File: src/rtl/spell_dbg_host.sv
// spell_dbg_host: command-driven master for the SPELL core serial debug port.
// Turns write/read/run/run-wait words into shift, strobe and pulse sequences.
module spell_dbg_host #(
  parameter int unsigned TIMEOUT_CYCLES = 1000000
) (
  input  logic       clk,
  input  logic       rst_n,
  input  logic       cmd_valid,
  output logic       cmd_ready,
  input  logic [1:0] cmd_op,
  input  logic [1:0] cmd_reg,
  input  logic [7:0] cmd_data,
  output logic       rsp_valid,
  input  logic       rsp_ready,
  output logic [7:0] rsp_data,
  output logic       dbg_run,
  output logic       dbg_step,
  output logic       dbg_load,
  output logic       dbg_dump,
  output logic       dbg_shift_in,
  output logic [1:0] dbg_reg_sel,
  input  logic       dbg_shift_out,
  input  logic       dbg_stop
);

  typedef enum logic [3:0] {
    IDLE,
    SHIFT,
    LOAD,
    DUMP,
    CAPTURE,
    PULSE,
    WAIT_LOW,
    WAIT_HIGH,
    RESP
  } state_t;

  localparam logic [1:0] OP_WR   = 2'b00;
  localparam logic [1:0] OP_RD   = 2'b01;
  localparam logic [1:0] OP_RUNW = 2'b11;

  localparam logic [23:0] TMO = 24'(TIMEOUT_CYCLES);

  state_t      state;
  logic [1:0]  op;
  logic [7:0]  sh;
  logic [2:0]  cnt;
  logic        skip;
  logic [23:0] tcnt;
  logic [23:0] tcnt_nxt;

  assign cmd_ready = (state == IDLE);
  assign tcnt_nxt  = tcnt + 24'd1;

  always_ff @(posedge clk) begin
    if (!rst_n) begin
      state        <= IDLE;
      op           <= OP_WR;
      sh           <= '0;
      cnt          <= '0;
      skip         <= 1'b0;
      tcnt         <= '0;
      rsp_valid    <= 1'b0;
      rsp_data     <= '0;
      dbg_run      <= 1'b0;
      dbg_step     <= 1'b0;
      dbg_load     <= 1'b0;
      dbg_dump     <= 1'b0;
      dbg_shift_in <= 1'b0;
      dbg_reg_sel  <= '0;
    end else begin
      unique case (state)
        IDLE: begin
          if (cmd_valid) begin
            op <= cmd_op;
            unique case (cmd_op)
              OP_WR: begin
                state        <= SHIFT;
                dbg_reg_sel  <= cmd_reg;
                dbg_shift_in <= cmd_data[7];
                sh           <= {cmd_data[6:0], 1'b0};
                cnt          <= '0;
              end
              OP_RD: begin
                state       <= DUMP;
                dbg_dump    <= 1'b1;
                dbg_reg_sel <= cmd_reg;
              end
              default: begin
                state    <= PULSE;
                dbg_run  <= 1'b1;
                dbg_step <= cmd_data[0];
              end
            endcase
          end
        end
        SHIFT: begin
          if (cnt == 3'd7) begin
            state        <= LOAD;
            dbg_shift_in <= 1'b0;
            dbg_load     <= 1'b1;
          end else begin
            dbg_shift_in <= sh[7];
            sh           <= {sh[6:0], 1'b0};
            cnt          <= cnt + 3'd1;
          end
        end
        LOAD: begin
          dbg_load    <= 1'b0;
          dbg_reg_sel <= '0;
          state       <= RESP;
          rsp_valid   <= 1'b1;
          rsp_data    <= '0;
        end
        DUMP: begin
          dbg_dump    <= 1'b0;
          dbg_reg_sel <= '0;
          state       <= CAPTURE;
          skip        <= 1'b1;
          cnt         <= '0;
        end
        // first CAPTURE cycle lets the core put its MSB on the line
        CAPTURE: begin
          if (skip) begin
            skip <= 1'b0;
          end else begin
            sh  <= {sh[6:0], dbg_shift_out};
            cnt <= cnt + 3'd1;
            if (cnt == 3'd7) begin
              state     <= RESP;
              rsp_valid <= 1'b1;
              rsp_data  <= {sh[6:0], dbg_shift_out};
            end
          end
        end
        PULSE: begin
          dbg_run <= 1'b0;
          tcnt    <= '0;
          if (op == OP_RUNW) begin
            state <= WAIT_LOW;
          end else begin
            state     <= RESP;
            rsp_valid <= 1'b1;
            rsp_data  <= '0;
          end
        end
        WAIT_LOW: begin
          tcnt <= tcnt_nxt;
          if (!dbg_stop) begin
            state <= WAIT_HIGH;
          end else if (tcnt_nxt == TMO) begin
            state     <= RESP;
            rsp_valid <= 1'b1;
            rsp_data  <= 8'h01;
          end
        end
        WAIT_HIGH: begin
          tcnt <= tcnt_nxt;
          if (dbg_stop) begin
            state     <= RESP;
            rsp_valid <= 1'b1;
            rsp_data  <= 8'h00;
          end else if (tcnt_nxt == TMO) begin
            state     <= RESP;
            rsp_valid <= 1'b1;
            rsp_data  <= 8'h01;
          end
        end
        RESP: begin
          if (rsp_ready) begin
            rsp_valid <= 1'b0;
            state     <= IDLE;
          end
        end
        default: state <= IDLE;
      endcase
    end
  end

endmodule
File: config.mk
export PLATFORM = sky130hd
export DESIGN_NAME = spell_dbg_host
export DESIGN_NICKNAME = d
export VERILOG_FILES = /design/src/rtl/spell_dbg_host.sv
export SDC_FILE = /design/constraint.sdc
export NUM_CORES = 1
export LEC_CHECK = 0
export ABC_CLOCK_PERIOD_IN_PS = 7230
export CORE_MARGIN = 10
export CORE_UTILIZATION = 60
export CTS_BUF_LIST = sky130_fd_sc_hd__clkbuf_2 sky130_fd_sc_hd__clkbuf_4 sky130_fd_sc_hd__clkbuf_8
export DETAILED_ROUTE_END_ITERATION = 16
export GPL_TIMING_DRIVEN = 0
export PLACE_DENSITY = 0.85
export RECOVER_POWER = 50
export SLEW_MARGIN = 5
export SYNTH_ARGS = -nofsm -noshare
export SYNTH_HDL_FRONTEND = slang
export SYNTH_SLANG_ARGS = --single-unit
File: constraint.sdc
create_clock -name clk -period 7.23 [get_ports clk]
set_clock_uncertainty 0.2 [all_clocks]
set_input_delay 1.446 -clock clk [delete_from_list [all_inputs] [get_ports clk]]
set_output_delay 1.446 -clock clk [all_outputs]
set_load 0.02 [all_outputs]
* Word level (Yosys, flattened, before mapping) *
Index checks and enable logic that the tools add are counted.

cells by class
  add/sub/neg operators = 2
  equal/unequal tests = 24
  muxes and demuxes = 52
  bitwise logic cells = 1
  reduce and logical (&&, ||, !) cells = 28

operator list
  cell                                                   number
  two-way mux 8 bit                                      10
  one-hot mux 24 bit (2 select lines)                    1
  one-hot mux 8 bit (5 select lines)                     1
  two-way mux 4 bit                                      9
  one-hot mux 4 bit (9 select lines)                     1
  adder 24 x 1 -> 24 bit, second input constant          1
  equality test 24 x 20 -> 1 bit, second input constant  1
  one-hot mux 8 bit (3 select lines)                     1
  != test 2 bit, second input constant                   10
  AND reduction 5 bit                                    4
  equality test 4 x 3 -> 1 bit, second input constant    4
  AND reduction 3 bit                                    5
  two-way mux 1 bit                                      14
  nonzero test 2 bit                                     7
  two-way mux 3 bit                                      4
  one-hot mux 3 bit (4 select lines)                     1
  one-hot mux 1 bit (2 select lines)                     5
  equality test 4 x 2 -> 1 bit, second input constant    2
  one-hot mux 1 bit (6 select lines)                     1
  one-hot mux 3 bit (2 select lines)                     1
  AND reduction 6 bit                                    1
  nonzero test 6 bit                                     1
  OR reduction 2 bit                                     3
  nonzero test 5 bit                                     1
  15 further kinds                                       18

storage, ports and cells
  register bits after elaboration = 58
  input port bits = 18
  output and inout port bits = 17
  logic and storage cells = 121

* Longest topological paths before layout *
Gate-level depths: netlist (run 1).

  depth after elaboration = 5
  mapped depth = 11

* Worst setup path after synthesis (run 1) *
No wires, ideal clock.

  path kind = input-to-reg
  from = in cmd_valid
  to = reg cnt[1]
  setup time = 0.065 ns
  data arrival time = 2.752 ns
  slack = 4.213 ns
  cell stages on the path = 9
  path through = clkbuf_1 > nand2_1 > o21ai_0 > o221ai_1 > and2_0 > clkbuf_1 > nor3b_1 > a21oi_1 > nor2_1

between the ends
  word-level cells in the longest chain between the ends = 2

RTL lines
  what                           line  RTL
  start: declaration             8     input logic cmd_valid,
  != test 2 bit (no line)        --
  AND reduction 5 bit (no line)  --
  end signal: assignment         105   cnt <= cnt + 3'd1;
  end signal: assignment         128   cnt <= cnt + 3'd1;
  end: declaration               47    logic [2:0] cnt;

No other way between the ends.
A chain may end at the register's enable or synchronous reset.

* Worst setup path after layout (run 1) *
  from = reg state[3]
  to = out cmd_ready

between the ends
  word-level cells in the longest chain between the ends = 1

RTL lines
  what                      line  RTL
  start: declaration        44    state_t state;
  start signal: assignment  57    state <= IDLE;
  start signal: assignment  78    state <= SHIFT;
  start signal: assignment  85    state <= DUMP;
  zero test 4 bit           52    assign cmd_ready = (state == IDLE);
  end: declaration          9     output logic cmd_ready,

No other way between the ends.

==> key figures, run 1 <==
Floorplan
  – Die height: 93.0 µm
  – CORE AREA: 5140 µm²
  – # IOs: 35
  – Die width: 93.0 µm
  – # rows: 26
  – Starting Density: 62.2%
  – Die ar.: 8650 µm²

Route
  – WL met1: 3940 µm
  – Met2 wire len: 3990 µm
  – Metal3 WL: 695 µm
  – DR pass1 iterations: 5
  – Drt first-iter violations: 352
  – WL/cell: 16.9 µm
  – DRC viols: 0
  – Vias per inst: 6.28
  – Total Routed Length: 8880 µm
  – Highest Signal Layer: met4
  – DRT antenna net count: 0
  – Via count: 3,296

Placement
  – Placed Cells: 509
  – Hpwl dp: 6300 µm
  – Dpl ws: 3.54 ns
  – Port Buffers: 32
  – Placer Congestion: 0.950

Clocking
  – CTS Hold Bufs: 0
  – CTS root buffer: clkbuf_8
  – CTS sink count: 58
  – Clock Tree Buf Depth: 2
  – Post-CTS setup buffer count: 0
  – H-tree levels: 3
  – CTS tree: built
  – CTS Buf Count: 9
  – Clock slew at reported path FFs: 0.07 ns
  – Post-CTS sizing: 0
  – Clock latency on the worst-skew pair: 0.34 ns

Logic synthesis
  – Post-synth cell types: 56
  – Post-synthesis instance total: 407
  – Ranking of synthesized cells by area: dfxtp_1 (36%), a21oi_1 (7.5%), nor2_1 (6.9%), o21ai_0 (4.1%), nand2_1 (3.3%)
  – Post-synth EDFFs: 0
  – Largest family of logic cells by synthesized area: simple AND/OR/NAND/NOR gates
  – Compound-Gate Fraction of Synth Area: 21.6%
  – Mean Syn Cell Area: 7.86 µm²
  – Synth area leader: dfxtp_1
  – Synth top area share: 36.3%
  – Register area share after synthesis: 36.3%
  – Portion of netlist area occupied by mux cells: 2.50%
  – Post-synthesis xor/xnor area fraction: 1.92%
  – Post-synth top flop: dfxtp_1
  – Simple-gate share of the synthesized area: 31.6%
  – Seq cells post-synth: 58
  – Adder-cell share of the synthesized area: 1.17%
  – Synth warn: 0
  – Syn Nets: 428
  – Synthesized area: 3200 µm²
  – Async set-or-reset flop fraction in the synthesized netlist: 0%

Critical path
  – Crit path DAT: 2.26 ns
  – Reg2Reg Depth: 9
  – FF-to-FF End: rsp_data[7]$_SDFFE_PN0P_
  – Crit path max fanout: 10
  – CP Capture Type: output pin
  – Crit Path Class: reg -> out
  – CP startpoint: state[3]$_SDFFE_PN0P_
  – End point of the critical path: cmd_ready
  – R2R setup slack: 4.07 ns
  – Startpoint types: register
  – Worst r2r src: tcnt[0]$_SDFFE_PN0P_
  – Worst Path Required: 5.58 ns

Global routing
  – GRT overflow: 0
  – Largest net degree at the start of global routing: 12
  – GRT Total Usage: 20.2%
  – Initial antenna violation count: 0
  – Global-route wire length before repair: 14,400 µm
  – Number of global-route vias before repair: 2,928

Timing
  – Worst-margin pin slew: 1.04 ns
  – Final setup viols: 0
  – Rel. slew slack: 29.9%
  – Fin. Hold Viols: 0
  – RSZ-0062 raised after global routing: false
  – Period utilisation layout: 54.0%
  – Hold Slack: 0.256 ns
  – PnR worst setup slack: 3.32 ns
  – FMAX: 256 MHz
  – Post-layout min period: 3.91 ns
  – Slew Viols, Final: 0
  – Setup TNS: 0 ns

Flow run
  – Max Cap Violations: 0

Layout
  – Final #Nets: 471
  – Layout Cells excl Fill: 525
  – Layout area overhead: 18.4%
  – Layout Utilization: 73.7%
  – Layout cells sized above 1: 7.91%
  – Antenna Cells: 0

Power
  – Maximum vdd ir drop: 281 µV
  – Power per cell area: 305 nW/µm²
  – Leak Pwr: 1.39 nW

Run status
  – Outcome: completed

Worst hold path
  – Hold/Removal Path Class: reg -> reg
  – Hold Path Origin: dbg_reg_sel[0]$_SDFFE_PN0P_
layout make-up:
| cell class | instances | area [µm²] |
|---|---|---|
| inverters | 8 | 30.0 |
| multi-input cells | 310 | 1880 |
| clock buffers | 10 | 138 |
| fillers | 419 | 1350 |
| clock inverters | 6 | 42.5 |
| flip-flops and latches | 58 | 1160 |
| plain buffers | 31 | 128 |
| well taps | 70 | 87.6 |
| repair buffers | 32 | 320 |
critical path, cell delays in order (launching register included):
cell and delay [ns]:
dfxtp_1 0.32, clkbuf_1 0.21, nor2_1 0.42, nand2_1 0.15, clkinv_1 0.18, clkdlybuf4s50_1 0.64
layer usage:
metal,up-vias,track usage [%]
met5,-,0
met4,0,9.00
met3,27,4.88
met2,148,29.8
met1,1540,27.2
li1,1581,-
power by group:
part	total [mW]	internal [mW]	switching, mW
registers	0.402	0.367	0.0350
clock network	0.273	0.133	0.140
logic	0.479	0.168	0.311
total	1.15	0.668	0.486
registers in the layout, summed over array words and instances (netlist names):
signal,count
cnt,3
dbg_dump,1
dbg_load,1
dbg_reg_sel,2
dbg_run,1
dbg_shift_in,1
dbg_step,1
op,2
rsp_data,8
rsp_valid,1
sh,8
skip,1
state,4
tcnt,24
worst min path at each step:
stage	end	cells past startpoint	slack, ns
3_5_place_dp	dbg_reg_sel[0]$_SDFFE_PN0P_	2	0.25
4_1_cts	dbg_reg_sel[0]$_SDFFE_PN0P_	2	0.26
2_1_floorplan	op[0]$_SDFFE_PN0P_	2	0.24
6_report	dbg_reg_sel[0]$_SDFFE_PN0P_	2	0.26
5_1_grt	dbg_reg_sel[0]$_SDFFE_PN0P_	2	0.29
3_3_place_gp	dbg_reg_sel[0]$_SDFFE_PN0P_	2	0.24
metrics by stage:
step	area [µm²]	power, mW
final	3790	1.15
after global placement	3610	0.858
after detailed placement	3610	0.876
after global routing	3790	1.22
after CTS	3790	1.15
after floorplan	3200	0.733
synthesized netlist by cell type (all sizes together), types with 5 or more instances:
cell type / count
a211oi: 5
a21oi: 48
a31oi: 10
a32o: 7
and2: 6
and3: 7
buf: 9
clkbuf: 22
dfxtp: 58
inv: 7
mux2i: 8
nand2: 28
nand3: 11
nand4: 13
nor2: 59
nor3: 14
nor3b: 6
nor4: 9
o21ai: 26
or3: 5
xnor2: 6
logic make-up (layout without fill, tap and decap cells):
logic type,after synthesis,in the layout
XOR/XNOR,7,7
AND/OR/NAND/NOR,180,180
flip-flops,58,58
AO/OA/AOI/OAI,112,112
multiplexers,8,8
adder cells (fa/ha/maj),3,3
buffers and inverters,39,87
layout by cell type (no fill, tap or decap), types with 2 or more instances in the layout:
cell type	count
nor4_4	2
dfxtp_1	58
and4_1	2
clkdlybuf4s50_1	28
nand4b_1	4
nand2b_1	3
a31oi_1	10
and2_0	2
dlygate4sd3_1	4
nand4_1	10
o221ai_1	2
a21oi_1	48
clkbuf_8	10
mux2i_1	8
clkinvlp_4	5
o211a_1	3
nand4_4	2
o21ai_0	26
buf_2	9
inv_1	7
and3_1	7
nor3_1	14
and2_1	3
clkbuf_1	22
nand3b_1	2
nor3b_1	5
nor4_1	6
xnor2_1	6
ha_1	3
nand2_1	28
nand3_1	10
nor2b_1	2
a211oi_1	5
or3_1	5
a32o_1	7
a22oi_1	2
nor4b_1	3
nor2_1	59
Note: power is estimated with default switching activity, not from simulation.
==> inputs of run 2 (changes only) <==
--- a/config.mk
+++ b/config.mk
@@ -5,13 +5,13 @@
 export SDC_FILE = /design/constraint.sdc
 export NUM_CORES = 1
 export LEC_CHECK = 0
-export ABC_CLOCK_PERIOD_IN_PS = 7230
+export ABC_CLOCK_PERIOD_IN_PS = 4000
 export CORE_MARGIN = 10
-export CORE_UTILIZATION = 60
+export CORE_UTILIZATION = 58
 export CTS_BUF_LIST = sky130_fd_sc_hd__clkbuf_2 sky130_fd_sc_hd__clkbuf_4 sky130_fd_sc_hd__clkbuf_8
 export DETAILED_ROUTE_END_ITERATION = 16
 export GPL_TIMING_DRIVEN = 0
-export PLACE_DENSITY = 0.85
+export PLACE_DENSITY = 0.83
 export RECOVER_POWER = 50
 export SLEW_MARGIN = 5
 export SYNTH_ARGS = -nofsm -noshare
==> constraint.sdc (replaced) <==
create_clock -name clk -period 4 [get_ports clk]
set_clock_uncertainty 0.2 [all_clocks]
set_input_delay 0.8 -clock clk [delete_from_list [all_inputs] [get_ports clk]]
set_output_delay 0.8 -clock clk [all_outputs]
set_load 0.02 [all_outputs]
==> run 2 against run 1 <==
Effect of this change: sequential share of layout area fell by 0.55 points; sequential cell count did not move; worst hold slack got worse by 0.0070 ns; critical path depth is the same; critical path type unchanged; largest power group unchanged; power is 98% higher; core utilization fell by 0.059 points; first-iteration DRC count decreased by 12%; clock-buffer cell count fell by 1; routed wire length up 2.7%; non-clock buffer count is the same; worst setup slack lost 2.7 ns; register-to-register slack lost 3.3 ns.
==> key figures, run 2 (synthesis results as in run 1) <==
Critical path
  – CP startpoint: state[3]$_SDFFE_PN0P_ (unchanged)
  – Worst Path Required: 3.00 ns (was 5.58 ns)
  – End point of the critical path: cmd_ready (unchanged)
  – CP Capture Type: output pin (unchanged)
  – Crit path DAT: 2.38 ns (was 2.26 ns)
  – Startpoint types: register (unchanged)
  – R2R setup slack: 0.78 ns (was 4.07 ns)
  – Reg2Reg Depth: 9 (unchanged)
  – Crit Path Class: reg -> out (unchanged)
  – Worst r2r src: tcnt[0]$_SDFFE_PN0P_ (unchanged)
  – Crit path max fanout: 10 (unchanged)
  – FF-to-FF End: rsp_data[6]$_SDFFE_PN0P_ (was rsp_data[7]$_SDFFE_PN0P_)

Timing
  – Setup TNS: 0 ns (unchanged)
  – Period utilisation layout: 84.4%
  – Worst-margin pin slew: 1.02 ns (was 1.04 ns)
  – Final setup viols: 0 (unchanged)
  – Rel. slew slack: 31.9% (was 29.9%)
  – Hold Slack: 0.249 ns (was 0.256 ns)
  – Slew Viols, Final: 0 (unchanged)
  – Fin. Hold Viols: 0 (unchanged)
  – RSZ-0062 raised after global routing: false (unchanged)
  – Post-layout min period: 3.38 ns
  – FMAX: 296 MHz

Route
  – Met2 wire len: 4150 µm (was 3990 µm)
  – WL/cell: 17.4 µm (was 16.9 µm)
  – Metal3 WL: 803 µm (was 695 µm)
  – DRT antenna net count: 0 (unchanged)
  – Highest Signal Layer: met4 (unchanged)
  – DRC viols: 0 (unchanged)
  – Vias per inst: 6.33 (was 6.28)
  – Drt first-iter violations: 309 (was 352)
  – Total Routed Length: 9120 µm (was 8880 µm)
  – Via count: 3,321 (was 3,296)
  – WL met1: 3970 µm (was 3940 µm)
  – DR pass1 iterations: 5 (unchanged)

Floorplan
  – Starting Density: 61.1% (was 62.2%)
  – # IOs: 35 (unchanged)
  – CORE AREA: 5240 µm² (was 5140 µm²)
  – Die width: 94.3 µm (was 93.0 µm)
  – # rows: 26 (unchanged)
  – Die height: 94.3 µm (was 93.0 µm)
  – Die ar.: 8890 µm² (was 8650 µm²)

Worst hold path
  – Hold/Removal Path Class: reg -> reg (unchanged)

Clocking
  – CTS tree: built (unchanged)
  – Clock Tree Buf Depth: 2 (unchanged)
  – Post-CTS setup buffer count: 0 (unchanged)
  – Post-CTS sizing: 0 (unchanged)
  – Clock slew at reported path FFs: 0.08 ns (was 0.07 ns)
  – CTS root buffer: clkbuf_8 (unchanged)
  – H-tree levels: 3 (unchanged)
  – Clock latency on the worst-skew pair: 0.34 ns (about the same)
  – CTS Hold Bufs: 0 (unchanged)
  – CTS sink count: 58 (unchanged)
  – CTS Buf Count: 9 (unchanged)

Power
  – Net Switching: 906 µW (was 486 µW)
  – Combinational power share: 38.3% (was 41.5%)
  – Sequential share of power: 31.5% (was 34.8%)
  – Power per cell area: 593 nW/µm² (was 305 nW/µm²)
  – Sw frac: 39.6% (was 42.1%)
  – P_int: 1.38 mW (was 668 µW)
  – Clock power frac: 30.2% (was 23.6%)
  – Maximum vdd ir drop: 525 µV (was 281 µV)
  – Leak Pwr: 1.48 nW (was 1.39 nW)

Global routing
  – Largest net degree at the start of global routing: 13 (was 12)
  – Global-route wire length before repair: 14,800 µm (was 14,400 µm)
  – GRT Total Usage: 20.4% (was 20.2%)
  – Initial antenna violation count: 0 (unchanged)
  – GRT overflow: 0 (unchanged)
  – Number of global-route vias before repair: 3,020 (was 2,928)

Placement
  – Hpwl dp: 6030 µm (was 6300 µm)
  – Placer Congestion: 0.940 (was 0.950)
  – Port Buffers: 32 (unchanged)

Layout
  – Most frequent cells in the layout: nor2_1 (59), dfxtp_1 (58), a21oi_1 (48) (unchanged)
  – Largest reg by FF count: tcnt (unchanged)
  – Antenna Cells: 0 (unchanged)
  – Max reg flops: 24 (unchanged)
  – Layout cells sized above 1: 7.91% (unchanged)
  – Layout area overhead: 20.5% (was 18.4%)
  – Fill cell count: 424 (was 419)
  – Most common cell after layout, fill and taps aside: nor2_1 (unchanged)
  – Biggest regs: tcnt x24, rsp_data x8, sh x8 (unchanged)
  – Final #Nets: 471 (unchanged)

Flow run
  – Max Cap Violations: 0 (unchanged)

Run status
  – Outcome: completed (unchanged)
-- run 2: changes by cell type in the layout (fill, tap and decap cells not counted) --
| cell | before | now |
|---|---|---|
| clkdlybuf4s50_1 | 28 | 15 |
| bufinv_16 | 0 | 3 |
| clkbuf_8 | 10 | 9 |
| clkinv_4 | 0 | 3 |
| clkinvlp_4 | 5 | 0 |
| inv_6 | 0 | 1 |
| clkinv_2 | 1 | 0 |
| dlygate4sd3_1 | 4 | 17 |
-- run 2: how the worst min path moves through the flow --
stage / to / depth (start not counted) / slack, ns / from
after floorplan: op[0]$_SDFFE_PN0P_ / 2 / 0.24 / op[0]$_SDFFE_PN0P_
after global placement: dbg_reg_sel[0]$_SDFFE_PN0P_ / 2 / 0.24 / dbg_reg_sel[0]$_SDFFE_PN0P_
after detailed placement: dbg_reg_sel[0]$_SDFFE_PN0P_ / 2 / 0.24 / dbg_reg_sel[0]$_SDFFE_PN0P_
after CTS: dbg_reg_sel[0]$_SDFFE_PN0P_ / 2 / 0.25 / dbg_reg_sel[0]$_SDFFE_PN0P_
after global routing: op[1]$_SDFFE_PN0P_ / 2 / 0.29 / op[1]$_SDFFE_PN0P_
final: dbg_reg_sel[0]$_SDFFE_PN0P_ / 2 / 0.25 / dbg_reg_sel[0]$_SDFFE_PN0P_
-- run 2: power by group through the flow --
stage          Sequential [mW]  Combinational, mW  Clock (mW)
2_1_floorplan            0.748              0.576           0
3_3_place_gp             0.729              0.822           0
3_5_place_dp             0.733              0.850           0
4_1_cts                  0.722              0.865       0.685
5_1_grt                  0.732              0.945       0.715
6_report                 0.721              0.875       0.689
-- run 2: layout make-up --
type,instances,area [µm²],share of cell area [%]
clock inverters,7,125,3.24
inverters,8,30.0,0.779
repair buffers,32,320,8.31
flip-flops and latches,58,1160,30.1
clock buffers,9,124,3.21
plain buffers,31,128,3.31
multi-input cells,310,1880,48.8
well taps,70,87.6,2.27
-- run 2: per-stage QoR --
stage | area [µm²] | power (mW) | setup slack [ns] | util (%) | cells
after floorplan | 3200 | 1.32 | 1.37 | - | 407
after global placement | 3610 | 1.55 | 0.943 | 68.9 | 509
after detailed placement | 3610 | 1.58 | 0.907 | 68.9 | 509
after CTS | 3860 | 2.27 | 0.667 | 73.6 | 525
after global routing | 3860 | 2.39 | 0.555 | 73.6 | 525
final | 3860 | 2.29 | 0.623 | 73.6 | 525
-- run 2: critical path, cell delays in order, from the launching register on --
cell	delay, ns
dfxtp_1	0.32
clkbuf_1	0.22
nor2_1	0.44
nand2_1	0.18
clkinv_1	0.22
clkdlybuf4s50_1	0.65
-- run 2: per-layer routing --
metal | vias up | GRT usage [%]
met5 | - | 0
met4 | 0 | 8.48
met3 | 26 | 5.04
met2 | 163 | 31.4
met1 | 1553 | 26.5
li1 | 1579 | -
